**src/rtl/display_timing.sv**
```systemverilog
// display_timing: VGA-style raster timing generator with frame-latched scroll offsets.
// Optional macro DISPLAY_TIMING_FRAME_COUNT_EN builds the 16-bit frame_count counter.
module display_timing #(
    parameter int COORD_WIDTH = 10,
    parameter int H_VISIBLE   = 640,
    parameter int H_FRONT     = 16,
    parameter int H_SYNC      = 96,
    parameter int H_BACK      = 48,
    parameter int V_VISIBLE   = 480,
    parameter int V_FRONT     = 10,
    parameter int V_SYNC      = 2,
    parameter int V_BACK      = 33
) (
    input  logic                   clk,
    input  logic                   reset,
    input  logic                   enable,
    input  logic [COORD_WIDTH-1:0] x_offset,
    input  logic [COORD_WIDTH-1:0] y_offset,
    output logic [COORD_WIDTH-1:0] x_pos,
    output logic [COORD_WIDTH-1:0] y_pos,
    output logic [COORD_WIDTH-1:0] scroll_x,
    output logic [COORD_WIDTH-1:0] scroll_y,
    output logic                   hsync_n,
    output logic                   vsync_n,
    output logic                   blank,
    output logic                   line_start,
    output logic                   frame_start,
    output logic [15:0]            frame_count
);

    localparam int H_TOTAL = H_VISIBLE + H_FRONT + H_SYNC + H_BACK;
    localparam int V_TOTAL = V_VISIBLE + V_FRONT + V_SYNC + V_BACK;

    localparam logic [COORD_WIDTH-1:0] COORD_ZERO = {COORD_WIDTH{1'b0}};
    localparam logic [COORD_WIDTH-1:0] COORD_ONE  = {{(COORD_WIDTH-1){1'b0}}, 1'b1};
    localparam logic [COORD_WIDTH-1:0] H_LAST     = COORD_WIDTH'(H_TOTAL - 1);
    localparam logic [COORD_WIDTH-1:0] V_LAST     = COORD_WIDTH'(V_TOTAL - 1);
    localparam logic [COORD_WIDTH-1:0] H_VIS_END  = COORD_WIDTH'(H_VISIBLE);
    localparam logic [COORD_WIDTH-1:0] V_VIS_END  = COORD_WIDTH'(V_VISIBLE);
    localparam logic [COORD_WIDTH-1:0] HS_BEGIN   = COORD_WIDTH'(H_VISIBLE + H_FRONT);
    localparam logic [COORD_WIDTH-1:0] HS_END     = COORD_WIDTH'(H_VISIBLE + H_FRONT + H_SYNC);
    localparam logic [COORD_WIDTH-1:0] VS_BEGIN   = COORD_WIDTH'(V_VISIBLE + V_FRONT);
    localparam logic [COORD_WIDTH-1:0] VS_END     = COORD_WIDTH'(V_VISIBLE + V_FRONT + V_SYNC);

    localparam logic [0:0] ST_IDLE = 1'b0;
    localparam logic [0:0] ST_RUN  = 1'b1;

    logic [0:0]             state_r;
    logic [0:0]             state_s;
    logic [COORD_WIDTH-1:0] x_r;
    logic [COORD_WIDTH-1:0] y_r;
    logic [COORD_WIDTH-1:0] x_s;
    logic [COORD_WIDTH-1:0] y_s;
    logic [COORD_WIDTH-1:0] x_off_r;
    logic [COORD_WIDTH-1:0] y_off_r;
    logic                   load_off_s;
    logic                   frame_edge_s;
    logic                   active_s;
    logic                   hsync_n_s;
    logic                   vsync_n_s;
    logic                   blank_s;
    logic                   line_start_s;
    logic                   hsync_n_r;
    logic                   vsync_n_r;
    logic                   blank_r;
    logic                   line_start_r;
    logic                   frame_start_r;

    // Next-state counters: idle parks at origin, first enabled edge starts a frame at (0,0)
    always_comb begin
        state_s      = state_r;
        x_s          = COORD_ZERO;
        y_s          = COORD_ZERO;
        load_off_s   = 1'b0;
        frame_edge_s = 1'b0;
        case (state_r)
            ST_IDLE: begin
                if (enable) begin
                    state_s      = ST_RUN;
                    load_off_s   = 1'b1;
                    frame_edge_s = 1'b1;
                end else begin
                    state_s      = ST_IDLE;
                    load_off_s   = 1'b1;
                end
            end
            ST_RUN: begin
                if (!enable) begin
                    state_s    = ST_IDLE;
                    load_off_s = 1'b1;
                end else if (x_r == H_LAST) begin
                    state_s = ST_RUN;
                    x_s     = COORD_ZERO;
                    if (y_r == V_LAST) begin
                        y_s          = COORD_ZERO;
                        load_off_s   = 1'b1;
                        frame_edge_s = 1'b1;
                    end else begin
                        y_s = y_r + COORD_ONE;
                    end
                end else begin
                    state_s = ST_RUN;
                    x_s     = x_r + COORD_ONE;
                    y_s     = y_r;
                end
            end
            default: begin
                state_s    = ST_IDLE;
                load_off_s = 1'b1;
            end
        endcase
    end

    // Strobes derived from next-state counters so they land in the same cycle as x_pos/y_pos
    always_comb begin
        active_s = (state_s == ST_RUN);
        if (active_s) begin
            hsync_n_s    = !((x_s >= HS_BEGIN) && (x_s < HS_END));
            vsync_n_s    = !((y_s >= VS_BEGIN) && (y_s < VS_END));
            blank_s      = (x_s >= H_VIS_END) || (y_s >= V_VIS_END);
            line_start_s = (x_s == COORD_ZERO);
        end else begin
            hsync_n_s    = 1'b1;
            vsync_n_s    = 1'b1;
            blank_s      = 1'b1;
            line_start_s = 1'b0;
        end
    end

    // Counter, strobe and offset-latch registers
    always_ff @(posedge clk or negedge reset) begin
        if (!reset) begin
            state_r       <= ST_IDLE;
            x_r           <= COORD_ZERO;
            y_r           <= COORD_ZERO;
            x_off_r       <= COORD_ZERO;
            y_off_r       <= COORD_ZERO;
            hsync_n_r     <= 1'b1;
            vsync_n_r     <= 1'b1;
            blank_r       <= 1'b1;
            line_start_r  <= 1'b0;
            frame_start_r <= 1'b0;
        end else begin
            state_r       <= state_s;
            x_r           <= x_s;
            y_r           <= y_s;
            hsync_n_r     <= hsync_n_s;
            vsync_n_r     <= vsync_n_s;
            blank_r       <= blank_s;
            line_start_r  <= line_start_s;
            frame_start_r <= frame_edge_s;
            if (load_off_s) begin
                x_off_r <= x_offset;
                y_off_r <= y_offset;
            end else begin
                x_off_r <= x_off_r;
                y_off_r <= y_off_r;
            end
        end
    end

    assign x_pos       = x_r;
    assign y_pos       = y_r;
    assign scroll_x    = x_r + x_off_r;
    assign scroll_y    = y_r + y_off_r;
    assign hsync_n     = hsync_n_r;
    assign vsync_n     = vsync_n_r;
    assign blank       = blank_r;
    assign line_start  = line_start_r;
    assign frame_start = frame_start_r;

`ifdef DISPLAY_TIMING_FRAME_COUNT_EN
    logic [15:0] frame_count_r;

    // Frames started since reset; wraps at 2^16
    always_ff @(posedge clk or negedge reset) begin
        if (!reset) begin
            frame_count_r <= 16'h0000;
        end else if (frame_edge_s) begin
            frame_count_r <= frame_count_r + 16'h0001;
        end else begin
            frame_count_r <= frame_count_r;
        end
    end

    assign frame_count = frame_count_r;
`else
    assign frame_count = 16'h0000;
`endif

endmodule

```
**config.mk**
```make
export PLATFORM = sky130hd
export DESIGN_NAME = display_timing
export DESIGN_NICKNAME = d
export VERILOG_FILES = /design/src/rtl/display_timing.sv
export SDC_FILE = /design/constraint.sdc
export NUM_CORES = 1
export LEC_CHECK = 0
export BUFFER_PORTS_ARGS = -buffer_cell sky130_fd_sc_hd__buf_4
export CORE_MARGIN = 5
export CORE_UTILIZATION = 40
export DETAILED_ROUTE_END_ITERATION = 12
export SLEW_MARGIN = 10
export SYNTH_ARGS = -nofsm -noshare
export SYNTH_HDL_FRONTEND = slang
export SYNTH_SLANG_ARGS = --single-unit
```
**constraint.sdc**
```tcl
create_clock -name clk -period 2.8 [get_ports clk]
set_input_delay 0.14 -clock clk [delete_from_list [all_inputs] [get_ports clk]]
set_output_delay 0.14 -clock clk [all_outputs]
set_load 0.02 [all_outputs]
```
* After elaboration in Yosys (flattened, before gate mapping) *
Cells that the tools add are included.

storage, ports and cells
  word-level logic and storage cells = 47
  register bits after elaboration = 46
  input bits = 23
  output and inout port bits = 61

cells by class
  equal/unequal tests = 2
  mux-type cells = 18
  reduce and logical (&&, ||, !) cells = 6
  add/sub/neg operators = 4
  $lt $le $gt $ge = 6
  bitwise operators = 1

operators by type and width
  cell                     count
  $mux W10                 7
  $add A10 B1 Y10 const B  2
  $add A10 B10 Y10         2
  $eq A10 B10 Y1 const B   2
  $ge A10 B10 Y1 const B   2
  $ge A10 B9 Y1 const B    2
  $logic_not A10 Y1        1
  $lt A10 B10 Y1 const B   1
  $lt A10 B9 Y1 const B    1
  $mux W1                  9
  $pmux W1 S2              2
  $logic_and A1 B1 Y1      2
  $logic_not A1 Y1         2
  $logic_or A1 B1 Y1       1
  $not A1 Y1               1

* Depth between registers and ports, before layout *
  depth in word-level cells = 9
  mapped depth = 9
  mapped depth without buffers = 9

* Least setup slack after synthesis *
OpenSTA, ideal clock, no wires.

  kind = register -> register
  start = register x_r[0] (netlist: x_pos[0])
  end = register blank_r (netlist: blank)
  arrival = 2.418 ns
  stages on the path, launching flop included = 9
  setup time = 0.095 ns
  data required time = 2.705 ns
  period minus slack after synthesis = 2.513 ns
  path slack = 0.287 ns
  buffers on the path = 1
  cell sequence = dfrtp_1 -> ha_1 -> nand4_1 -> or3_1 -> buf_2 -> nor3_1 -> xnor2_1 -> nor2_1 -> or4b_1

on the way
  word-level cells in the longest chain between the ends = 7
  elaborated cells between the ends (all ways) = 12
  those cells by class = add/sub: 1; order compare: 2; eq/ne: 1; mux: 7; reduce/logical: 1

RTL lines
  element                   RTL line  source
  start: declaration        50        logic [COORD_WIDTH-1:0] x_r;
  start signal: assignment  145       x_r <= x_s;
  $eq A10 B10 Y1            91        end else if (x_r == H_LAST) begin
  $mux W10                  91
  $mux W10                  88        if (!enable) begin
  $mux W10                  76        case (state_r)
  named net y_s[9]          53        logic [COORD_WIDTH-1:0] y_s;
  $ge A10 B9 Y1             120       blank_s = (x_s >= H_VIS_END) || (y_s >= V_VIS_END);
  $logic_or A1 B1 Y1        120
  $mux W1                   117       if (active_s) begin
  named net blank_s         61        logic blank_s;
  end signal: assignment    149       blank_r <= blank_s;
  end: declaration          65        logic blank_r;

The timed path passes the listed nets, and every way through them passes these cells.
A chain may end at the register's enable or synchronous reset.

* Worst setup path after layout *
  start = register x_off_r[1]
  end = output scroll_x[9]

on the way
  word-level cells in the longest chain between the ends = 1

RTL lines
  element                   RTL line  source
  start: declaration        54        logic [COORD_WIDTH-1:0] x_off_r;
  start signal: assignment  153       x_off_r <= x_offset;
  start signal: assignment  156       x_off_r <= x_off_r;
  $add A10 B10 Y10          164       assign scroll_x = x_r + x_off_r;
  end: declaration          21        output logic [COORD_WIDTH-1:0] scroll_x,

No other way between the ends.

==> impl_results.md <==
* Status: finished clean
* Share of layout cells above drive strength 1 at between 30% and 40%
* GPL Wtd Cong at approximately 0.83
* Wl on met1 at 2950 um
* FP Rows at 31
* Worst-Margin Slew at 0.592 ns
* First-pass GRT wire length at 11100 um
* Placed cells at 465
* Max Root-Sink Buffers at 2
* 1st-iter DRT viols at ~140
* Number of global-route vias before repair at around 2400
* Overall power at ~1.4 mW
* WL/cell at between 10 and 15 um
* RSZ-0062 raised after global routing: yes
* Peak Freq at 368 MHz
* Crit path max-delay cell type: dfrtp_1
* Clock Root Buffer: clkbuf_8
* Data required, critical path at 2.66 ns
* Fin crit period at 2.72 ns
* Synth cell types at 45
* TritonCTS clock tree: done
* Crit-path max FO at 2
* Fin cells at 478
* WS Path Type: reg2out
* CP Capture Type: output port
* Synth Register Bits at 46
* Clock skew at 0.00453 ns
* Rel. slew slack at between 60% and 70%
* Die X at 95.8 um
* Post-Synthesis Cells at 295
* Commonest cells after routing, fill and taps aside: buf_4 (81), dfrtp_1 (40), nor2_1 (29), xnor2_1 (22)
* DR WL met2 at roughly 3400 um
* Worst-Skew Late Latency at about 0.30 ns
* Vias/cell at around 5.0
* Port bufs at 67
* Synthesized area per cell at 9.99 sq um
* DR vias at 2394
* IO Pins at 84
* Max_cap viols at 0
* Clock transition at path regs at around 0.080 ns
* HPWL Detailed at between 5000 and 6000 um
* Clk sinks at 46
* Initial Util at between 40% and 50%
* CP max stage delay at about 0.43 ns
* Remaining antenna violation count at 0
* Fin nets at ~420
* Total congestion overflow at 0
* CP startpoint kind: flop
* Synth warn at 0
* Met3 routed WL at ~440 um
* Die ar. at 9190 sq um
* Final Hold Viols at 0
* Total global-route track usage at between 10% and 20%
* Antenna Cells at 0
* Final Cycle Share at between 90% and 100%
* Crit path DAT at about 2.6 ns
* Hold Path Depth at 1
* FFs w/ async S/R, synth at 100%
* # setup viols final at 0
* Residual DRC count at 0
* H-tree levels at 2
* Final Util at a little over half
* Dominant synthesized flop cell: dfrtp_1
* Sequential-to-total area share from yosys stat at roughly two fifths
* WL final at about 6900 um
* Cell breakdown of the critical path: ha_4 > a21oi_2 > nor2b_1 > o31a_1 > or4_4 > a2111o_1 > o211a_1 > buf_6
* Initial antenna violation count at 0
* Worst hold-check path type: in2reg
* Max Slew Vio Count at 0
* VDD IR-drop max at between 0.00015 and 0.0002 V
* Area Overhead vs Synth at 27.5%
* Cells on worst reg2reg path at 7
* Largest net degree at the start of global routing at 47
* Die Span Y at between 90 and 100 um
* PwrDens at approximately 380 nW/um^2
* Top layer in use: met4
* DRT Pass-1 Iters at 5
* WHS at 0.0103 ns
* Synth Cell Area at 2950 sq um
* Total CTS buffers at 5
* P_leak at 1.76 nW
* Post-synth EDFFs at 0
* Core area at 7210 sq um
* Most common cell after layout, fill and taps aside: buf_4
==> synthesized netlist by cell type, drive strengths merged, types with 3 or more instances <==
cell    count  area [sq um]
nor3        7          35.0
nor2       29           109
nor2b       5          31.3
nand4      11          68.8
nor4        5          31.3
o21ai       6          30.0
nand2      15          56.3
and3        5          31.3
dfstp       3          78.8
xor2       11          96.3
dfrtp      43          1080
a211oi      3          22.5
ha         21           263
xnor2      22           193
a21oi       8          40.0
mux2       18           203
nand3      10          50.1
buf        22           156
inv        15          56.3
o31a        3          26.3
==> final timing paths <==
check | from | to | slack, ns
max | x_off_r[1] | scroll_x[9] | 0.08
max reg2reg | x_pos[1] | blank | 0.21
min reg2reg | y_off_r[3] | y_off_r[3] | 0.52
max in group asynchronous | reset | x_pos[3] | 2.00
min | enable | state_r | 0.01
min in group asynchronous | reset | x_off_r[2] | 0.37
==> per-stage QoR <==
step | TNS [ns] | cell area [sq um] | setup slack (ns)
floorplan | 0 | 3000 | 0.287
global placement | 0 | 3560 | 0.294
detailed placement | 0 | 3560 | 0.221
CTS | 0 | 3670 | 0.0192
global route | -0.0536 | 3760 | -0.0536
finish | 0 | 3760 | 0.0795
==> sequential cells by signal, summed over array words and instances, names as in the netlist, 10 cells and up <==
register  count
x_pos        10
y_pos        10
x_off_r      10
y_off_r      10
==> routing by layer <==
| layer | vias to the layer above | track usage (%) |
|---|---|---|
| met2 | 63 | 27.1 |
| met3 | 9 | 4.14 |
| met5 | - | 0 |
| li1 | 1171 | - |
| met1 | 1151 | 18.5 |
| met4 | 0 | 4.98 |
==> worst max-delay path, delay by kind of cell (launching register included) <==
family,cells,cell delay (ns)
compound gates,4,0.98
fa+ha+maj,1,0.25
buf+inv,1,0.13
simple gates,2,0.48
flops,1,0.43
==> repair_timing <==
| action | 4_1_cts | 5_1_grt |
|---|---|---|
| pin swaps | 0 | 5 |
| hold buffers | 1 | 0 |
| setup endpoints to repair | 1 | 5 |
| resized for setup | 1 | 15 |
| setup buffers | 1 | 3 |
| endpoints found under the hold margin | 43 | 0 |
==> logic make-up after synthesis <==
logic type	count (synthesis)	share of synthesized area, %
simple gates	101	17.7
flops	46	39.2
buf+inv	37	7.22
compound gates	36	8.87
xor+xnor	33	9.80
fa+ha+maj	23	10.3
mux	18	6.88
other cells	1	0.127
==> power by group <==
group / switching, mW / total, mW / internal (mW)
logic: 0.157 / 0.294 / 0.137
registers: 0.0195 / 0.713 / 0.693
clock network: 0.228 / 0.427 / 0.199
==> layout make-up <==
cell class,instances,area (sq um)
Fill cell,682,3460
Multi-Input combinational cell,227,1700
Sequential cell,46,1160
Timing Repair Buffer,83,629
Tap cell,99,124
Clock buffer,6,82.6
Inverter,15,56.3
Clock inverter,2,12.5
Power figures use the tool's default switching activity.
